File: src/rtl/wb_pkg.sv
// rtl/wb_pkg.sv - shared types and beat-count helpers for the write-back vector sequencer
package wb_pkg;

  typedef enum logic [1:0] {
    OP_SCALAR = 2'b00,
    OP_VECTOR = 2'b01,
    OP_BCAST  = 2'b10,
    OP_RSVD   = 2'b11
  } optype_e;

  typedef enum logic {
    IDLE = 1'b0,
    BUSY = 1'b1
  } wb_state_e;

  function automatic int wb_beat_count(input int v, input int p);
    return v / p;
  endfunction

  // Beat index needs at least one bit even when a vector fits in a single beat.
  function automatic int wb_beat_width(input int nb);
    return (nb > 1) ? $clog2(nb) : 1;
  endfunction

endpackage

File: src/rtl/wb_lane_buffer.sv
// rtl/wb_lane_buffer.sv - V-lane capture register with P-lane indexed read for beat serialization
module wb_lane_buffer
  import wb_pkg::*;
#(
  parameter int V  = 20,
  parameter int L  = 8,
  parameter int P  = 4,
  parameter int BW = 3
) (
  input  logic                CLK,
  input  logic                RST_N,
  input  logic                load_i,
  input  logic [V-1:0][L-1:0] vec_i,
  input  logic [BW-1:0]       beat_i,
  output logic [P-1:0][L-1:0] rd_o
);

  logic [V-1:0][L-1:0] buf_q;

  // Capture the whole vector when a burst starts; contents stay put until the next load.
  always_ff @(posedge CLK or negedge RST_N) begin
    if (!RST_N) begin
      buf_q <= '0;
    end else if (load_i) begin
      buf_q <= vec_i;
    end
  end

  // Select the P lanes belonging to the requested beat.
  always_comb begin
    rd_o = '0;
    for (int p = 0; p < P; p++) begin
      rd_o[p] = buf_q[int'(beat_i) * P + p];
    end
  end

endmodule

File: src/rtl/wb_vector_sequencer.sv
// rtl/wb_vector_sequencer.sv - MEM/WB consumer serializing vector writes into P-lane beats (WB_SCALAR_BYPASS_EN: scalar retire during bursts)
module wb_vector_sequencer
  import wb_pkg::*;
#(
  parameter int N  = 32,
  parameter int V  = 20,
  parameter int L  = 8,
  parameter int P  = 4,
  parameter int NB = wb_beat_count(V, P),
  parameter int BW = wb_beat_width(NB)
) (
  input  logic                CLK,
  input  logic                RST_N,
  input  logic [4:0]          A3_i,
  input  logic [N-1:0]        Data_Mem_S_i,
  input  logic [N-1:0]        Data_Result_S_i,
  input  logic [V-1:0][L-1:0] Data_Mem_V_i,
  input  logic [V-1:0][L-1:0] Data_Result_V_i,
  input  logic [1:0]          OpType_i,
  input  logic                RegFile_WE_i,
  input  logic                WBSelect_i,
  output logic                stall_o,
  output logic                SRF_WE_o,
  output logic [4:0]          SRF_A3_o,
  output logic [N-1:0]        SRF_WD_o,
  output logic                VRF_WE_o,
  output logic [4:0]          VRF_A3_o,
  output logic [BW-1:0]       VRF_Beat_o,
  output logic [P-1:0][L-1:0] VRF_WD_o,
  output logic                busy_o
);

  wb_state_e           state_q, state_d;
  logic [BW-1:0]       beat_q, beat_d;
  logic [4:0]          a3_q;
  logic                load;
  optype_e             op;
  logic [N-1:0]        sel_s;
  logic [V-1:0][L-1:0] sel_v;
  logic [V-1:0][L-1:0] vec_in;
  logic [P-1:0][L-1:0] buf_rd;

  assign op = optype_e'(OpType_i);

  // Source select; broadcast replicates the low lane of the selected scalar across every lane.
  always_comb begin
    sel_s  = WBSelect_i ? Data_Mem_S_i : Data_Result_S_i;
    sel_v  = WBSelect_i ? Data_Mem_V_i : Data_Result_V_i;
    vec_in = sel_v;
    if (op == OP_BCAST) begin
      for (int i = 0; i < V; i++) begin
        vec_in[i] = sel_s[L-1:0];
      end
    end
  end

  wb_lane_buffer #(
    .V  (V),
    .L  (L),
    .P  (P),
    .BW (BW)
  ) u_lane_buffer (
    .CLK    (CLK),
    .RST_N  (RST_N),
    .load_i (load),
    .vec_i  (vec_in),
    .beat_i (beat_q),
    .rd_o   (buf_rd)
  );

  // Burst state, beat counter and captured destination register.
  always_ff @(posedge CLK or negedge RST_N) begin
    if (!RST_N) begin
      state_q <= IDLE;
      beat_q  <= '0;
      a3_q    <= '0;
    end else begin
      state_q <= state_d;
      beat_q  <= beat_d;
      if (load) begin
        a3_q <= A3_i;
      end
    end
  end

  // Next state and write-port drive; everything is forced low while reset is asserted.
  always_comb begin
    state_d    = state_q;
    beat_d     = beat_q;
    load       = 1'b0;
    stall_o    = 1'b0;
    busy_o     = 1'b0;
    SRF_WE_o   = 1'b0;
    SRF_A3_o   = '0;
    SRF_WD_o   = '0;
    VRF_WE_o   = 1'b0;
    VRF_A3_o   = '0;
    VRF_Beat_o = '0;
    VRF_WD_o   = '0;
    if (RST_N) begin
      case (state_q)
        IDLE: begin
          if (RegFile_WE_i) begin
            case (op)
              OP_SCALAR: begin
                SRF_WE_o = 1'b1;
                SRF_A3_o = A3_i;
                SRF_WD_o = sel_s;
              end
              OP_VECTOR, OP_BCAST: begin
                // Beat 0 goes straight from the inputs; the rest are replayed from the buffer.
                VRF_WE_o = 1'b1;
                VRF_A3_o = A3_i;
                VRF_WD_o = vec_in[P-1:0];
                if (NB > 1) begin
                  load    = 1'b1;
                  beat_d  = BW'(1);
                  state_d = BUSY;
                end
              end
              default: ;
            endcase
          end
        end
        BUSY: begin
          busy_o     = 1'b1;
          stall_o    = 1'b1;
          VRF_WE_o   = 1'b1;
          VRF_A3_o   = a3_q;
          VRF_Beat_o = beat_q;
          VRF_WD_o   = buf_rd;
          if (beat_q == BW'(NB - 1)) begin
            beat_d  = '0;
            state_d = IDLE;
          end else begin
            beat_d = beat_q + BW'(1);
          end
`ifdef WB_SCALAR_BYPASS_EN
          // Anything that does not need the vector port can retire alongside the beat.
          if (!RegFile_WE_i || op == OP_RSVD || op == OP_SCALAR) begin
            stall_o = 1'b0;
            if (RegFile_WE_i && op == OP_SCALAR) begin
              SRF_WE_o = 1'b1;
              SRF_A3_o = A3_i;
              SRF_WD_o = sel_s;
            end
          end
`endif
        end
        default: ;
      endcase
    end
  end

endmodule

File: config.mk
export PLATFORM = sky130hd
export DESIGN_NAME = wb_vector_sequencer
export DESIGN_NICKNAME = d
export VERILOG_FILES = /design/src/rtl/wb_pkg.sv /design/src/rtl/wb_lane_buffer.sv /design/src/rtl/wb_vector_sequencer.sv
export SDC_FILE = /design/constraint.sdc
export NUM_CORES = 1
export LEC_CHECK = 0
export BUFFER_PORTS_ARGS = -buffer_cell sky130_fd_sc_hd__buf_4
export CAP_MARGIN = 20
export CORE_AREA = 10 10 177 179
export DETAILED_ROUTE_END_ITERATION = 12
export DIE_AREA = 0 0 187 189
export GPL_TIMING_DRIVEN = 0
export PLACE_DENSITY = 0.75
export RECOVER_POWER = 25
export SKIP_CTS_REPAIR_TIMING = 1
export SKIP_LAST_GASP = 1
export SLEW_MARGIN = 20
export SYNTH_ARGS = -nofsm -noshare
export SYNTH_HDL_FRONTEND = slang
export SYNTH_SLANG_ARGS = --single-unit
File: constraint.sdc
create_clock -name CLK -period 1.9 [get_ports CLK]
set_input_delay 0.19 -clock CLK [delete_from_list [all_inputs] [get_ports CLK]]
set_output_delay 0.19 -clock CLK [all_outputs]
set_load 0.01 [all_outputs]
==> impl_results.md <==
- Die width: 187 um
- P&R area growth vs syn: 49.68%
- Share of layout cells above drive strength 1: 0.5121
- Fin crit period: 2221 ps
- Power Total: 19.77 mW
- Setup TNS: -14,090 ps
- Placement-stage cell area: 16,540 um2
- Max VDD drop: 646.2 uV
- Reg-to-reg startpoint: state_q
- Filler cells: 2,144
- Max Slew Vio Count: 0
- Nets: 2,127
- Critical Path RT: 1710 ps
- Finished Layout Cells: 2,119
- Status: finished with violations
- CTS clk-pin slew, worst paths: 80 ps
- Row cnt: 61
- Clock sink total: 169
- DIE HEIGHT: 189 um
- Routed WL per cell: 29.88 um
- Largest net degree at the start of global routing: 91
- Int Pwr: 12.01 mW
- WS Path Type: reg -> out
- Post-route clock period utilization: 1.169
- Fin Hold WS: -387.6 ps
- Ys Warns: 0
- Total grt overflow: 0
- Clock share of power: 0.183
- # IOs: 476
- Worst-Skew Late Latency: 450 ps
- Detailed Route Iter0 Violations: 1,681
- Net Switching: 7.757 mW
- Synth cell types: 32
- Final WS setup: -321.2 ps
- Clk Tree Root Cell: clkbuf_16
- Antenna Nets Post-Route: 0
- WP data arrival: 2030 ps
- Routability Congestion: 0.9378
- Core area: 27,630 um2
- Final core utilization: 0.6758
- Reg2Reg Capture Point: u_lane_buffer.buf_q[42]
- Synthesized cell area: 12,470 um2
- Lkg Pwr: 9.147 nW
- First-pass GRT wire length: 86,260 um
- Startpoint types: flop
- Cells after synthesis: 1,203
- Max-Cap Viols: 0
- Starting density of the core: 0.4515
- Fmax: 450.2 MHz
- R2R setup slack: 0 ps
- # DRC: 0
- Sw frac: 0.3924
- Hold WC Path Type: in -> async
- Syn_area_per_cell: 10.37 um2
- Worst Reg2Reg Path Length in Cells: 6
- Initial antenna violation count: 1
- Tot GR Track Use: 0.3297
- Seq pwr share: 0.332
- Pre-CTS setup slack: -871.8 ps
- Vias in the first global route: 13,110
- Final non-filler cell area: 18,670 um2
- Violated checks: negative hold slack, negative setup slack
- TritonRoute pass-1 iters: 6
- Seq/Total Area, Yosys: 0.3391
- Total CTS buffers: 17
- Syn Nets: 1,603
- Yosys reg bits: 169
- Max-slew headroom: 0.1502
- Die Area: 35,340 um2
- PortBufs: 474
- Power share of the combinational group: 0.485
- H-tree depth: 4
- Crit end category: output port
- Final hold violation count: 82
- DRT Wirelength: 63,320 um
- Clock Tree Buf Depth: 2
- Power Density: 1059 nW/um2
- CP Max Fanout: 6
- Setup Skew: 11.21 ps
- DP Cell Count: 2,056
- RSZ-0062 raised after global routing: true
- CTS tree: built
- Worst Tran Pin Value: 1275 ps
- Dpl hpwl: 47,910 um
- Routed via count: 13,000
- Setup violators final: 68
- Vias per cell: 6.137
-- layout make-up --
type,instances,area (um2),share of cell area
inverters,6,22.52,0.001206
repair buffers,508,4111,0.2202
multi-input cells,892,8204,0.4394
clock buffers,18,429.2,0.02299
well taps,378,473.0,0.02533
diodes,1,2.502,0.0001340
plain buffers,133,1035,0.05542
clock inverters,14,160.2,0.008578
flip-flops and latches,169,4233,0.2267
-- logic make-up (layout without fill, tap and decap cells) --
group | after synthesis | count (layout) | share of synthesized area
AO/OA/AOI/OAI | 111 | 111 | 0.06320
adder cells (fa/ha/maj) | 5 | 5 | 0.005016
buffers and inverters | 143 | 679 | 0.05828
flip-flops | 169 | 169 | 0.3391
multiplexers | 247 | 247 | 0.3596
other | 0 | 1 | 0
AND/OR/NAND/NOR | 528 | 529 | 0.1748
-- worst max-delay path, stage by stage (launching register included) --
cell	delay (ps)
dfrtp_2	430
buf_12	160
buf_12	160
mux2i_4	270
o22ai_2	100
a211o_1	300
buf_6	160
-- layer usage --
| layer | track usage | routed length, um | share of wire | vias to the layer above |
|---|---|---|---|---|
| met4 | 0.1408 | 3360 | 0.053 | 0 |
| met2 | 0.5367 | 30250 | 0.48 | 953 |
| met3 | 0.09776 | 6848 | 0.11 | 186 |
| met1 | 0.4013 | 22860 | 0.36 | 6488 |
| li1 | - | - | - | 5377 |
| met5 | 0 | 0 | 0 | - |
-- flip-flops by register name (all words and copies together), names as in the netlist --
| signal | count |
|---|---|
| u_lane_buffer.buf_q | 160 |
| beat_q | 3 |
| state_q | 1 |
| a3_q | 5 |
-- worst max path at each step --
stage | from | endpoint | slack [ps] | cells after the start
floorplan | OpType_i[0] | VRF_WD_o[11] | 190 | 7
global route | beat_q[0] | VRF_WD_o[25] | -360 | 6
finish | beat_q[0] | VRF_WD_o[12] | -320 | 6
CTS | beat_q[2] | VRF_WD_o[0] | -1020 | 6
global placement | RST_N | VRF_WD_o[5] | -2180 | 7
detailed placement | RST_N | VRF_WD_o[9] | -870 | 7
-- power by group through the flow --
stage               registers, mW  logic, mW  clock network, mW
global route                 6.67       10.1               3.76
detailed placement           6.31       7.50                  0
CTS                          6.27       7.54               3.59
floorplan                    5.89       4.58                  0
global placement             6.26       7.33                  0
finish                       6.56       9.58               3.62
-- synth_stat cells, drive strengths merged --
| cell | instances | area [um2] |
|---|---|---|
| nand2 | 439 | 1648 |
| dfrtp | 169 | 4229 |
| mux4 | 160 | 3603 |
| mux2i | 78 | 780.8 |
| clkbuf | 70 | 262.8 |
| buf | 67 | 441.7 |
| nor2 | 34 | 127.6 |
| a21o | 32 | 240.2 |
| and2 | 29 | 181.4 |
| a211o | 23 | 201.4 |
| o22ai | 23 | 143.9 |
| o21ai | 21 | 105.1 |
| a221oi | 9 | 78.83 |
| mux2 | 9 | 101.4 |
| nor4bb | 9 | 90.09 |
| inv | 6 | 22.52 |
| ha | 5 | 62.56 |
| and3 | 4 | 25.02 |
| nand4b | 4 | 35.03 |
| a21oi | 2 | 10.01 |
| and4b | 2 | 20.02 |
| nand4 | 2 | 12.51 |
| nand4bb | 2 | 22.52 |
| nand2b | 1 | 6.260 |
| nor3 | 1 | 5.000 |
| nor3b | 1 | 7.510 |
| o32ai | 1 | 8.760 |
-- cell usage in the layout, fill, tap and decap left out, types with 4 or more instances in the layout --
cell	count
o22ai_2	7
mux2i_4	15
inv_6	5
nand2_1	435
o22ai_1	13
buf_4	466
clkbuf_16	24
o21ai_0	12
nand4b_1	4
buf_6	60
a221oi_1	4
ha_1	4
nor4bb_1	4
inv_1	6
nor4bb_2	4
buf_12	12
mux2i_2	4
a211o_1	23
mux2_2	9
buf_8	11
buf_2	18
nor2_4	31
clkbuf_1	35
buf_1	5
and2_1	27
dfrtp_1	166
clkbuf_2	23
clkbuf_4	4
mux4_2	160
mux2i_1	59
o21ai_1	8
a221oi_2	5
a21o_1	32
No activity file was read; power rests on OpenSTA's default activity.
